$ cat src/rtl/fp_acc_seq.sv
`default_nettype none
// ============================================================================
// fp_acc_seq : serial fp16 reduction sequencer around an external FP adder
// Revision   : 1.0
// ============================================================================
module fp_acc_seq #(
    parameter int         SIG_WIDTH = 10,
    parameter int         EXP_WIDTH = 5,
    parameter int         CNT_WIDTH = 8,
    parameter logic [2:0] RND_MODE  = 3'b000
) (
    input  logic                           clk,
    input  logic                           rst,
    input  logic                           start,
    input  logic [CNT_WIDTH-1:0]           len,
    input  logic                           in_valid,
    input  logic [SIG_WIDTH+EXP_WIDTH:0]   in_data,
    output logic                           in_ready,
    output logic [SIG_WIDTH+EXP_WIDTH:0]   add_a,
    output logic [SIG_WIDTH+EXP_WIDTH:0]   add_b,
    output logic [2:0]                     add_rnd,
    input  logic [SIG_WIDTH+EXP_WIDTH:0]   add_z,
    input  logic [7:0]                     add_status,
    output logic                           out_valid,
    output logic [SIG_WIDTH+EXP_WIDTH:0]   out_data,
    output logic [7:0]                     out_status,
    input  logic                           out_ready,
    output logic                           busy
);

    localparam int W = SIG_WIDTH + EXP_WIDTH + 1;

    typedef enum logic [1:0] {
        IDLE  = 2'd0,
        ACCUM = 2'd1,
        DRAIN = 2'd2,
        DONE  = 2'd3
    } state_t;

    state_t               state;
    logic [W-1:0]         acc;
    logic [W-1:0]         op_reg;
    logic [CNT_WIDTH-1:0] remaining;
    logic [7:0]           sticky;
    logic                 op_vld;
    logic                 accept;
    logic                 acc_zero;

    assign accept   = in_valid & in_ready;
    assign acc_zero = ~|acc[W-2:0];

    always_ff @(posedge clk or posedge rst) begin
        if (rst) begin
            state     <= IDLE;
            acc       <= '0;
            op_reg    <= '0;
            remaining <= '0;
            sticky    <= '0;
            op_vld    <= 1'b0;
        end else begin
            op_vld <= 1'b0;
            // The adder always sees the previous operand, so a fresh accept
            // can overlap with folding the old one into acc.
            if (op_vld) begin
                acc    <= add_z;
                sticky <= sticky | (add_status & 8'hFE);
            end
            case (state)
                IDLE: begin
                    if (start) begin
                        acc       <= '0;
                        sticky    <= '0;
                        remaining <= len;
                        state     <= (len == '0) ? DONE : ACCUM;
                    end
                end
                ACCUM: begin
                    if (accept) begin
                        op_reg    <= in_data;
                        op_vld    <= 1'b1;
                        remaining <= remaining - CNT_WIDTH'(1);
                        if (remaining == CNT_WIDTH'(1)) begin
                            state <= DRAIN;
                        end
                    end
                end
                DRAIN: begin
                    state <= DONE;
                end
                DONE: begin
                    if (out_ready) begin
                        state <= IDLE;
                    end
                end
                default: begin
                    state <= IDLE;
                end
            endcase
        end
    end

    assign in_ready   = (state == ACCUM);
    assign busy       = (state != IDLE);
    assign out_valid  = (state == DONE);
    assign out_data   = out_valid ? acc : '0;
    // Zero flag reflects only the final value; the rest are sticky.
    assign out_status = out_valid ? ((sticky & 8'hFE) | {7'b0, acc_zero}) : 8'h00;
    assign add_a      = acc;
    assign add_b      = op_reg;
    assign add_rnd    = RND_MODE;

endmodule
`default_nettype wire

$ cat config.mk
export PLATFORM = sky130hd
export DESIGN_NAME = fp_acc_seq
export DESIGN_NICKNAME = d
export VERILOG_FILES = /design/src/rtl/fp_acc_seq.sv
export SDC_FILE = /design/constraint.sdc
export NUM_CORES = 1
export LEC_CHECK = 0
export CAP_MARGIN = 20
export CELL_PAD_IN_SITES_DETAIL_PLACEMENT = 2
export CELL_PAD_IN_SITES_GLOBAL_PLACEMENT = 2
export CORE_MARGIN = 10
export CORE_UTILIZATION = 25
export CTS_BUF_LIST = sky130_fd_sc_hd__clkbuf_4
export CTS_CLUSTER_SIZE = 25
export DETAILED_ROUTE_END_ITERATION = 7
export HOLD_SLACK_MARGIN = 0.1
export PLACE_DENSITY_LB_ADDON = 0.1
export SLEW_MARGIN = 20
export SYNTH_ARGS = -nofsm -noshare
export SYNTH_HDL_FRONTEND = slang
export SYNTH_SLANG_ARGS = --single-unit
$ cat constraint.sdc
create_clock -name clk -period 2.2 [get_ports clk]
set_input_delay 0.22 -clock clk [delete_from_list [all_inputs] [get_ports clk]]
set_output_delay 0.22 -clock clk [all_outputs]
set_load 0.02 [all_outputs]
# [Word-level counts from Yosys, hierarchy flattened]
# Cells that the tools add are included.
[totals] reg_bits=51 input_bits=53 output_inout_bits=62 word_cells=46
[op_classes] addsub=1 eq_ne=8 n_mux=19 bitwise=3 reduce_logical=9
[ops] op="2-to-1 mux 16 bit" count=4
[ops] op="2-to-1 mux 8 bit" count=6
[ops] op="one-hot mux 8 bit (2 select lines)" count=1
[ops] op="OR reduction 15 bit" count=1
[ops] op="2-to-1 mux 2 bit" count=5
[ops] op="equality test 8 x 1 -> 1 bit, second input constant" count=1
[ops] op="zero test 8 bit" count=1
[ops] op="OR 8 x 1 -> 8 bit" count=1
[ops] op="OR 8 bit" count=1
[ops] op="one-hot mux 2 bit (4 select lines)" count=1
[ops] op="subtractor 8 x 1 -> 8 bit, second input constant" count=1
[ops] op="inequality test 2 x 1 -> 1 bit, second input constant" count=3
[ops] op="equality test 2 bit, second input constant" count=2
[ops] op="AND reduction 4 bit" count=1
[ops] op="nonzero test 2 bit" count=2
[ops] op="AND reduction 3 bit" count=1
[ops] op="equality test 2 x 1 -> 1 bit, second input constant" count=1
[ops] op="zero test 2 bit" count=1
[ops] op="2-to-1 mux 1 bit" count=2
[ops] op="inequality test 2 bit, second input constant" count=1
[ops] op="AND reduction 2 bit" count=1
[ops] op="bitwise AND 1 bit" count=1
[ops] op="zero test 1 bit" count=1

# [Depth between registers and ports, before layout]
# Gate-level depths: netlist of the first run.
[depth] word_depth=4 mapped_depth=8 mapped_depth_nobuf=6

# [Least setup slack after synthesis of the first run]
# OpenSTA, ideal clock, no wires.
[synth_path] path_kind="reg2reg" start="reg state[1]" end="reg remaining[0]" setup_ns=0.116 arrival_time_ns=1.727 t_required_ns=2.084 slack_ns=0.357 path_stages_with_launch=9 path_buffers=2 period_less_slack_ns=1.843 cell_sequence="dfrtp_1 > inv_1 > ha_1 > and2_1 > buf_2 > o21ai_1 > buf_2 > nand2_1 > o311ai_0"
[synth_via] elab_chain_len=4 word_cells_on_any_way=8 cone_classes="eq/ne (3); mux (1); bitwise (1); reduce/logical (3)"
[synth_lines] item="start, declared" line="40" rtl="state_t state;"
[synth_lines] item="start signal, assigned" line="74" rtl="state <= (len == '0) ? DONE : ACCUM;"
[synth_lines] item="equality test 2 x 1 -> 1 bit (*)" line="102" rtl="assign in_ready = (state == ACCUM);"
[synth_lines] item="via in_ready" line="18" rtl="output logic in_ready,"
[synth_lines] item="bitwise AND 1 bit" line="49" rtl="assign accept = in_valid & in_ready;"
[synth_lines] item="inequality test 2 x 1 -> 1 bit (no source line)"
[synth_lines] item="AND reduction 3 bit (no source line)"
[synth_lines] item="end signal, assigned" line="73" rtl="remaining <= len;"
[synth_lines] item="end signal, assigned" line="81" rtl="remaining <= remaining - CNT_WIDTH'(1);"
[synth_lines] item="end, declared" line="43" rtl="logic [CNT_WIDTH-1:0] remaining;"
# The timed path passes the listed nets; every way through them passes the cells marked *.
# A chain may end at the register's enable or synchronous reset.

# [Worst setup path in the final report of the first run]
[layout_path] start="reg state[1]" end="out out_valid"
[layout_via] elab_chain_len=1
[layout_lines] item="equality test 2 bit" line="104" rtl="assign out_valid = (state == DONE);"
[layout_lines] item="end, declared" line="24" rtl="output logic out_valid,"
# No other way between the ends.

==> results of run 1 <==
## worst reg2reg max path: cells and delay by family, from the launching register on
family | cells | cell delay (ps)
and+or+nand+nor | 1 | 360
adders and majority gates | 1 | 240
DFF | 1 | 440
AOI/OAI and AO/OA | 3 | 350
buffers and inverters | 2 | 360
## registers in the layout, indices dropped and copies added (netlist names)
| register | flops |
|---|---|
| remaining | 8 |
| state | 2 |
| add_a | 16 |
| sticky | 7 |
| add_b | 16 |
| op_vld | 1 |
## per-layer routing
layer | share of wire [%] | vias up
met5 | 0 | -
met4 | 0.91 | 0
met3 | 8.9 | 7
met2 | 50 | 56
met1 | 40 | 1041
li1 | - | 1008
## cells in the mapped netlist (all sizes together)
library cell / count / area, sq um
dfrtp: 50 / 1250
nor2: 31 / 116
and2: 25 / 156
mux2i: 19 / 190
mux2: 17 / 195
a21oi: 13 / 65.1
inv: 11 / 41.3
buf: 8 / 53.8
clkbuf: 8 / 30.0
ha: 7 / 87.6
nor4: 5 / 31.3
o21ai: 4 / 20.0
a31oi: 3 / 18.8
nand2: 3 / 11.3
nand3: 3 / 20.0
o22a: 3 / 27.5
nand4b: 2 / 17.5
nor2b: 2 / 12.5
or2b: 2 / 16.3
or3: 2 / 17.5
a2bb2oi: 1 / 8.76
and3: 1 / 6.26
and4: 1 / 8.76
conb: 1 / 3.75
nand3b: 1 / 7.51
nand4: 1 / 6.26
nand4bb: 1 / 11.3
nor3: 1 / 5.00
nor4b: 1 / 8.76
o21a: 1 / 7.51
o22ai: 1 / 6.26
o311ai: 1 / 8.76
o41ai: 1 / 27.5
or4: 1 / 7.51
## cell families (layout without fill, tap and decap cells)
group,count (synthesis),after routing,share of synthesized area [%]
compound gates,28,28,7.60
mux,36,36,15.4
simple gates,83,83,18.4
other cells,1,3,0.150
fa+ha+maj,7,7,3.50
buf+inv,27,138,5.00
flops,50,50,50.0
## power by group
group	total [W]	internal, W	switching, W
combinational	0.00280	0.00136	0.00144
clock	0.000451	0.000139	0.000312
sequential	0.00171	0.00135	0.000357
total	0.00496	0.00285	0.00211
## metrics by stage
stage	setup slack [ps]	total power, W	hold WS [ps]	std cells
after floorplan	357	0.00334	366	234
after global placement	296	0.00456	469	469
after detailed placement	296	0.00464	481	469
after CTS	80.1	0.00509	413	478
after global routing	2.81	0.00538	421	478
final	152	0.00496	434	478
## repair_timing
action / in CTS / in global routing
endpoints found under the hold margin: 10 / 0
hold buffers: 1 / 0
gates resized for setup: 25 / 2
endpoints found under the setup margin: 24 / 1
## cell type report
type / count / area [sq um] / area share [%]
Tap cell: 133 / 166 / 4.37
Sequential cell: 50 / 1250 / 32.9
Inverter: 11 / 41.3 / 1.09
Clock inverter: 2 / 12.5 / 0.329
Clock buffer: 6 / 45.0 / 1.18
Timing Repair Buffer: 119 / 1150 / 30.3
Multi-Input combinational cell: 157 / 1130 / 29.8
## worst max-delay path by stage
stage,start,endpoint,depth (start not counted)
final,state[1]$_DFFE_PP0P_,out_valid,3
after global routing,state[1]$_DFFE_PP0P_,out_valid,3
after CTS,state[1]$_DFFE_PP0P_,out_valid,3
after detailed placement,state[1]$_DFFE_PP0P_,out_status[0],4
after global placement,state[1]$_DFFE_PP0P_,out_status[0],4
after floorplan,state[1]$_DFFE_PP0P_,remaining[0]$_DFFE_PP0P_,8
==> impl_metrics.tcl, run 1 <==
set metrics [dict create \
    gr-usage-all-layers_pct 11.4 \
    synthesized_instance_count 232 \
    insertedDiodeCount 0 \
    dr.pass1.iters 3 \
    tritoncts_clock_tree "built" \
    floorplan.rows 36 \
    skew_ps 15.5 \
    first_pass_grt_wire_length_um 13300 \
    die-height_um 120 \
    yosysSeqAreaShare_pct 50.0 \
    worstSkewPairLatency_ps 380 \
    starting_density_pct 25.6 \
    post-route-period-util_pct 93.1 \
    numCtsBuffers 5 \
    avgRoutedWirePerCell_um 17.4 \
    fmax_ghz 0.488 \
    p_per_area_mw_per_mm2 1300 \
    worst-r2r-cell-count 7 \
    area_growth_syn_to_layout_pct 52.0 \
    layout.cells.most_common "clkdlybuf4s50_1" \
    critical_path.endpoint_type "output port" \
    htree_num_levels 2 \
    worst-endpoint-required_ps 1980 \
    clk_path_buf_depth 2 \
    vias 2112 \
    final_total_negative_setup_slack_ps 0 \
    post-route-drc-count 0 \
    io_buffers 110 \
    synth_seq_cells 50 \
    drt-initial-drc-count 40 \
    grt-ovfl-total 0 \
    global_route.usage.met1_pct 12.2 \
    crit_chain "ha_1, buf_6, clkdlybuf4s50_1" \
    design.core.area_sq_mm 0.00977 \
    gr-usage-met2_pct 19.9 \
    fin_nets 404 \
    route.antenna.remaining_nets 0 \
    filler_cell_count 1077 \
    busiest_layer "met2" \
    r2r_setup_slack_ps 340 \
    fin_area_sq_mm 0.00380 \
    cts_sink_cnt 50 \
    crit_path_start_kind "register" \
    path_max_fanout 25 \
    final_layout_size_suffix_gt1_share_pct 11.3 \
    crit_path_top_delay_cell "clkdlybuf4s50_1" \
    syn-mean-instance-area_sq_um 10.8 \
    run_status "completed" \
    hold_path_class "input pin to register" \
    finish.utilization_pct 38.9 \
    report.final.hold_viol_count 0 \
    die_ar_sq_mm 0.0144 \
    routed_via_density 4.42 \
    number_of_maximum_capacitance_violations 0 \
    holdPathStages 3 \
    clock_tree_root_buffer_cell "clkbuf_4" \
    finalSetupViolations 0 \
    grt_setup_unrepaired "no" \
    grt.met3_usage_pct 5.39 \
    timing.critical_path.slowest_cell_delay_ps 630 \
    vias_in_the_first_global_route 2405 \
    regToRegEndpoint "remaining[4]$_DFFE_PP0P_" \
    dieWidth_um 120 \
    post-cts-setup-buffer-count 0 \
    cpLargestDelayFamily "buffers and inverters" \
    ir_drop_mv 0.563 \
    cp.arrival_ps 1830 \
    layout_common_cells "clkdlybuf4s50_1, dfrtp_1, nor2_1" \
    antenna_found_initial 0 \
    r2r_start "state[0]$_DFFE_PP0P_" \
    finalMaxSlewViolations 0 \
    largest_net_degree_at_the_start_of_global_routing 41 \
    classification_of_the_worst_setup_path "register to output port" \
    post_synth_num_cell_types 42 \
    post-dp-hpwl_um 6480 \
    place.gp.congestion 0.686 \
    worst_setup_hold_path_clk_slew_ps 160 \
    top_ports 115 \
    hp-start "add_z[1]" \
    post_synthesis_instance_area_sq_mm 0.00250 \
    placed_cell_area_sq_mm 0.00377 \
    route.final.wire_length_um 8320 \
    finalCriticalPeriod_ps 2050 \
    cellLeakagePower_nw 1.71 \
    cp.buffers_inverters 2 \
    timing.hold.worst_endpoint "add_a[1]$_DFF_PP0_" \
    ys_warn_count 0 \
]
Note: power is estimated with default switching activity, not from simulation.
==> inputs of run 2 (changes only) <==
--- a/config.mk
+++ b/config.mk
@@ -9,7 +9,7 @@
 export CELL_PAD_IN_SITES_DETAIL_PLACEMENT = 2
 export CELL_PAD_IN_SITES_GLOBAL_PLACEMENT = 2
 export CORE_MARGIN = 10
-export CORE_UTILIZATION = 25
+export CORE_UTILIZATION = 23
 export CTS_BUF_LIST = sky130_fd_sc_hd__clkbuf_4
 export CTS_CLUSTER_SIZE = 25
 export DETAILED_ROUTE_END_ITERATION = 7
==> constraint.sdc (replaced) <==
create_clock -name clk -period 1.87 [get_ports clk]
set_input_delay 0.187 -clock clk [delete_from_list [all_inputs] [get_ports clk]]
set_output_delay 0.187 -clock clk [all_outputs]
set_load 0.02 [all_outputs]
==> impl_metrics.tcl, run 2 (same netlist as run 1, synthesis figures left out) <==
set metrics [dict create \
    run_status "completed" \
    area_growth_syn_to_layout_pct 57.7 \
    classification_of_the_worst_setup_path "register to register" \
    worst-r2r-cell-count 8 \
    finalMaxSlewViolations 0 \
    timing.critical_path.slowest_cell_delay_ps 430 \
    place.gp.congestion 0.728 \
    clock_tree_root_buffer_cell "clkbuf_4" \
    vias_in_the_first_global_route 2524 \
    finalCriticalPeriod_ps 1830 \
    worstSkewPairLatency_ps 370 \
    internal-power_w 0.00369 \
    numCtsBuffers 5 \
    worst_setup_hold_path_clk_slew_ps 150 \
    io_buffers 110 \
    pwr-share-seq_pct 31.1 \
    place_inst 493 \
    layout.cells.most_common "clkdlybuf4s50_1" \
    skew_ps 8.52 \
    crit_chain "buf_4, buf_4, inv_4, ha_4, or2b_4, buf_4, nand3_2, mux2_4" \
    final_total_negative_setup_slack_ps 0 \
    antenna_found_initial 1 \
    report.final.hold_viol_count 0 \
    share_comb_of_total_power_pct 60.8 \
    final_layout_size_suffix_gt1_share_pct 25.6 \
    vias 2224 \
    crit_path_top_delay_cell "dfrtp_1" \
    critical_path.endpoint_type "register" \
    die_ar_sq_mm 0.0155 \
    fin_nets 423 \
    hold_path_class "input pin to async pin" \
    fmax_ghz 0.547 \
    cp.buffers_inverters 4 \
    first_pass_grt_wire_length_um 14200 \
    ir_drop_mv 0.504 \
    clkPwrFrac_pct 8.1 \
    top_ports 115 \
    route.final.wire_length_um 8850 \
    placed_cell_area_sq_mm 0.00392 \
    largest_net_degree_at_the_start_of_global_routing 51 \
    post-dp-hpwl_um 6640 \
    netSwitchingFraction_pct 41.8 \
    p_per_area_mw_per_mm2 1610 \
    fin_area_sq_mm 0.00395 \
    die-height_um 124 \
    drt-initial-drc-count 59 \
    htree_num_levels 2 \
    worst-endpoint-required_ps 2140 \
    grt-ovfl-total 0 \
    finalNonFillerCells 504 \
    dp_worst_setup_slack_ps 20.6 \
    gr-usage-all-layers_pct 11.2 \
    routed_via_density 4.41 \
    number_of_maximum_capacitance_violations 0 \
    critPathMostFrequentCell "buf_4" \
    cellLeakagePower_nw 1.75 \
    dieWidth_um 124 \
    cpLargestDelayFamily "buffers and inverters" \
    layout_common_cells "clkdlybuf4s50_1, dfrtp_1, nor2_1" \
    cts_sink_cnt 50 \
    path_max_fanout 3 \
    avgRoutedWirePerCell_um 17.5 \
    r2r_setup_slack_ps 40 \
    route.antenna.remaining_nets 0 \
    switchingPower_w 0.00265 \
    critical_path_cell_count 8 \
    filler_cell_count 1194 \
    post-route-period-util_pct 97.7 \
    tritoncts_clock_tree "built" \
    dr.pass1.iters 2 \
    design.core.area_sq_mm 0.0107 \
    cp.arrival_ps 2090 \
    clk_path_buf_depth 2 \
    post-route-drc-count 0 \
    floorplan.rows 38 \
    starting_density_pct 23.3 \
    finalSetupViolations 0 \
    fin_ws_ps 43.3 \
    crit_path_start_kind "register" \
]
-- run 2: area by class of cell --
type / instances / area (sq um) / share of cell area (%)
inverters: 11 / 43.8 / 1.11
clock inverters: 1 / 7.51 / 0.190
repair buffers: 138 / 1230 / 31.1
well taps: 140 / 175 / 4.44
multi-input cells: 157 / 1190 / 30.3
flip-flops and latches: 50 / 1250 / 31.7
clock buffers: 6 / 45.0 / 1.14
diodes: 1 / 2.50 / 0.0634
-- run 2: routing by layer --
| metal | up-vias | GRT usage, % | routed length, um |
|---|---|---|---|
| met5 | - | 0 | 0 |
| met4 | 0 | 3.08 | 95 |
| met3 | 4 | 3.45 | 477 |
| met2 | 51 | 19.9 | 4750 |
| met1 | 1126 | 12.5 | 3520 |
| li1 | 1043 | - | - |
-- run 2: worst paths after layout --
path                                         end                  from
min                        add_b[15]$_DFFE_PP0P_                   rst
max                         state[1]$_DFFE_PP0P_  state[0]$_DFFE_PP0P_
min reg2reg                  sticky[5]$_DFF_PP0_   sticky[5]$_DFF_PP0_
max reg2reg                 state[1]$_DFFE_PP0P_  state[0]$_DFFE_PP0P_
min in group clk           add_b[15]$_DFFE_PP0P_           in_data[15]
max in group asynchronous    add_a[10]$_DFF_PP0_                   rst
-- run 2: worst min-delay path, stage by stage --
cell and delay, ps:
clkdlybuf4s50_1 410, inv_2 70, buf_12 270
-- run 2: power by group through the flow --
stage	clock [W]	sequential [W]	combinational, W
global placement	0	0.00196	0.00372
detailed placement	0	0.00199	0.00380
finish	0.000513	0.00197	0.00386
CTS	0.000558	0.00196	0.00381
global route	0.000600	0.00207	0.00424
floorplan	0	0.00235	0.00158
-- run 2: what timing repair did --
item,in CTS,in global routing
resized for setup,65,41
hold buffers,0,0
pin swaps,0,0
buffers inserted,2,1
endpoints found under the setup margin,27,50
-- run 2: stage by stage --
stage | total power (W) | hold WS (ps) | util (%)
2_1_floorplan | 0.00393 | 333 | -
5_1_grt | 0.00691 | 170 | 36.7
3_5_place_dp | 0.00578 | 485 | 36.4
3_3_place_gp | 0.00567 | 469 | 36.4
6_report | 0.00634 | 163 | 36.7
4_1_cts | 0.00633 | 159 | 37.2
==> inputs of run 3 (changes only) <==
--- a/config.mk
+++ b/config.mk
@@ -8,8 +8,8 @@
 export CAP_MARGIN = 20
 export CELL_PAD_IN_SITES_DETAIL_PLACEMENT = 2
 export CELL_PAD_IN_SITES_GLOBAL_PLACEMENT = 2
-export CORE_MARGIN = 10
-export CORE_UTILIZATION = 23
+export CORE_MARGIN = 2
+export CORE_UTILIZATION = 27
 export CTS_BUF_LIST = sky130_fd_sc_hd__clkbuf_4
 export CTS_CLUSTER_SIZE = 25
 export DETAILED_ROUTE_END_ITERATION = 7
==> constraint.sdc (replaced) <==
create_clock -name clk -period 2.3 [get_ports clk]
set_input_delay 0.23 -clock clk [delete_from_list [all_inputs] [get_ports clk]]
set_output_delay 0.23 -clock clk [all_outputs]
set_load 0.02 [all_outputs]
==> impl_metrics.tcl, run 3 (same netlist as run 1, synthesis figures left out) <==
set metrics [dict create \
    worstSkewPairLatency_ps 370 \
    design.core.area_sq_mm 0.00911 \
    final_layout_size_suffix_gt1_share_pct 11.6 \
    number_of_maximum_capacitance_violations 0 \
    fmax_ghz 0.457 \
    starting_density_pct 27.5 \
    clk_path_buf_depth 2 \
    avgRoutedWirePerCell_um 16.1 \
    top_ports 115 \
    io_buffers 110 \
    routed_via_density 4.63 \
    route.final.wire_length_um 7380 \
    layout.cells.most_common "clkdlybuf4s50_1" \
    cts_sink_cnt 50 \
    clock_tree_root_buffer_cell "clkbuf_4" \
    route.antenna.remaining_nets 0 \
    crit_path_start_kind "register" \
    clkPwrFrac_pct 8.9 \
    htree_num_levels 2 \
    ir_drop_mv 0.436 \
    worst-endpoint-required_ps 2070 \
    gr-usage-all-layers_pct 15.2 \
    place.gp.congestion 0.751 \
    post-route-period-util_pct 95.1 \
    worst_setup_hold_path_clk_slew_ps 170 \
    dr.pass1.iters 4 \
    skew_ps 21.5 \
    post-dp-hpwl_um 5500 \
    cellLeakagePower_nw 1.80 \
    internal-power_w 0.00277 \
    layout_common_cells "clkdlybuf4s50_1, dfrtp_1, nor2_1" \
    p_per_area_mw_per_mm2 1250 \
    run_status "completed" \
    critical_path.endpoint_type "output port" \
    switchingPower_w 0.00203 \
    insertedDiodeCount 0 \
    classification_of_the_worst_setup_path "register to output port" \
    die-height_um 100 \
    share_comb_of_total_power_pct 57.0 \
    numCtsBuffers 5 \
    grt-ovfl-total 0 \
    tritoncts_clock_tree "built" \
    die_ar_sq_mm 0.0101 \
    largest_net_degree_at_the_start_of_global_routing 40 \
    worst_hold_slack_ps 446 \
    finalSetupViolations 0 \
    fin_nets 405 \
    drt-initial-drc-count 36 \
    antenna_found_initial 0 \
    first_pass_grt_wire_length_um 12000 \
    netSwitchingFraction_pct 42.3 \
    finalMaxSlewViolations 0 \
    floorplan.rows 35 \
    finalCriticalPeriod_ps 2190 \
    area_growth_syn_to_layout_pct 53.4 \
    report.final.hold_viol_count 0 \
    fin_ws_ps 113 \
    pwr-share-seq_pct 34.0 \
    path_max_fanout 25 \
    dp_worst_setup_slack_ps 412 \
    vias_in_the_first_global_route 2354 \
    hold_path_class "input pin to register" \
    post-route-drc-count 0 \
    vias 2116 \
    dieWidth_um 100 \
    cp.arrival_ps 1960 \
]
run 3: stage by stage:
step           cells  setup TNS (ps)  utilization [%]  cell area, sq um  power (W)
6_report         457               0             42.2              3840    0.00480
4_1_cts          456               0             41.8              3810    0.00487
3_3_place_gp     447               0             41.1              3740    0.00433
3_5_place_dp     447               0             41.1              3740    0.00442
2_1_floorplan    234               0                -              2510    0.00320
5_1_grt          457           -38.1             42.2              3840    0.00519
run 3: path summary, 6_finish.rpt:
kind,startpoint,to,slack [ps],cells after the start
setup / recovery,state[0]$_DFFE_PP0P_,out_data[15],110,4
hold / removal,add_z[3],add_a[3]$_DFF_PP0_,450,3
setup reg to reg,state[1]$_DFFE_PP0P_,remaining[4]$_DFFE_PP0P_,340,8
hold reg to reg,sticky[5]$_DFF_PP0_,sticky[5]$_DFF_PP0_,510,2
max in group asynchronous,rst,remaining[4]$_DFFE_PP0P_,1130,4
min in group asynchronous,rst,add_b[7]$_DFFE_PP0P_,650,3
run 3: area by class of cell:
class | count | area, sq um
tap | 111 | 139
clock buffer | 5 | 37.5
clock inverter | 3 | 18.8
multi-input combinational | 157 | 1130
fill | 1008 | 5270
timing repair buffer | 120 | 1220
sequential | 50 | 1250
inverter | 11 | 41.3
run 3: per-layer routing:
metal | wire, um | up-vias | track usage, % | share of wire, %
met1 | 3180 | 1046 | 18.5 | 43
met4 | 56 | 0 | 3.16 | 0.76
met3 | 443 | 5 | 4.39 | 6.0
met2 | 3700 | 56 | 26.9 | 50
met5 | 0 | - | 0 | 0
li1 | - | 1009 | - | -
run 3: repair_timing:
| action | 4_1_cts | 5_1_grt |
|---|---|---|
| gates resized for setup | 2 | 10 |
| hold buffers | 1 | 0 |
| setup endpoints to repair | 17 | 23 |
| hold endpoints to repair | 7 | 0 |
| setup buffers | 0 | 1 |
| gates cloned | 0 | 0 |
run 3: power by group through the flow:
stage          Combinational [W]  Sequential [W]  Clock (W)
2_1_floorplan            0.00129         0.00191          0
3_3_place_gp             0.00269         0.00164          0
4_1_cts                  0.00278         0.00165   0.000446
3_5_place_dp             0.00276         0.00166          0
5_1_grt                  0.00300         0.00171   0.000478
6_report                 0.00274         0.00163   0.000428
run 3: critical path: stages (launching register included):
cell and delay (ps):
dfrtp_1 420, ha_1 210, buf_6 210, and2_1 150, clkdlybuf4s50_1 600
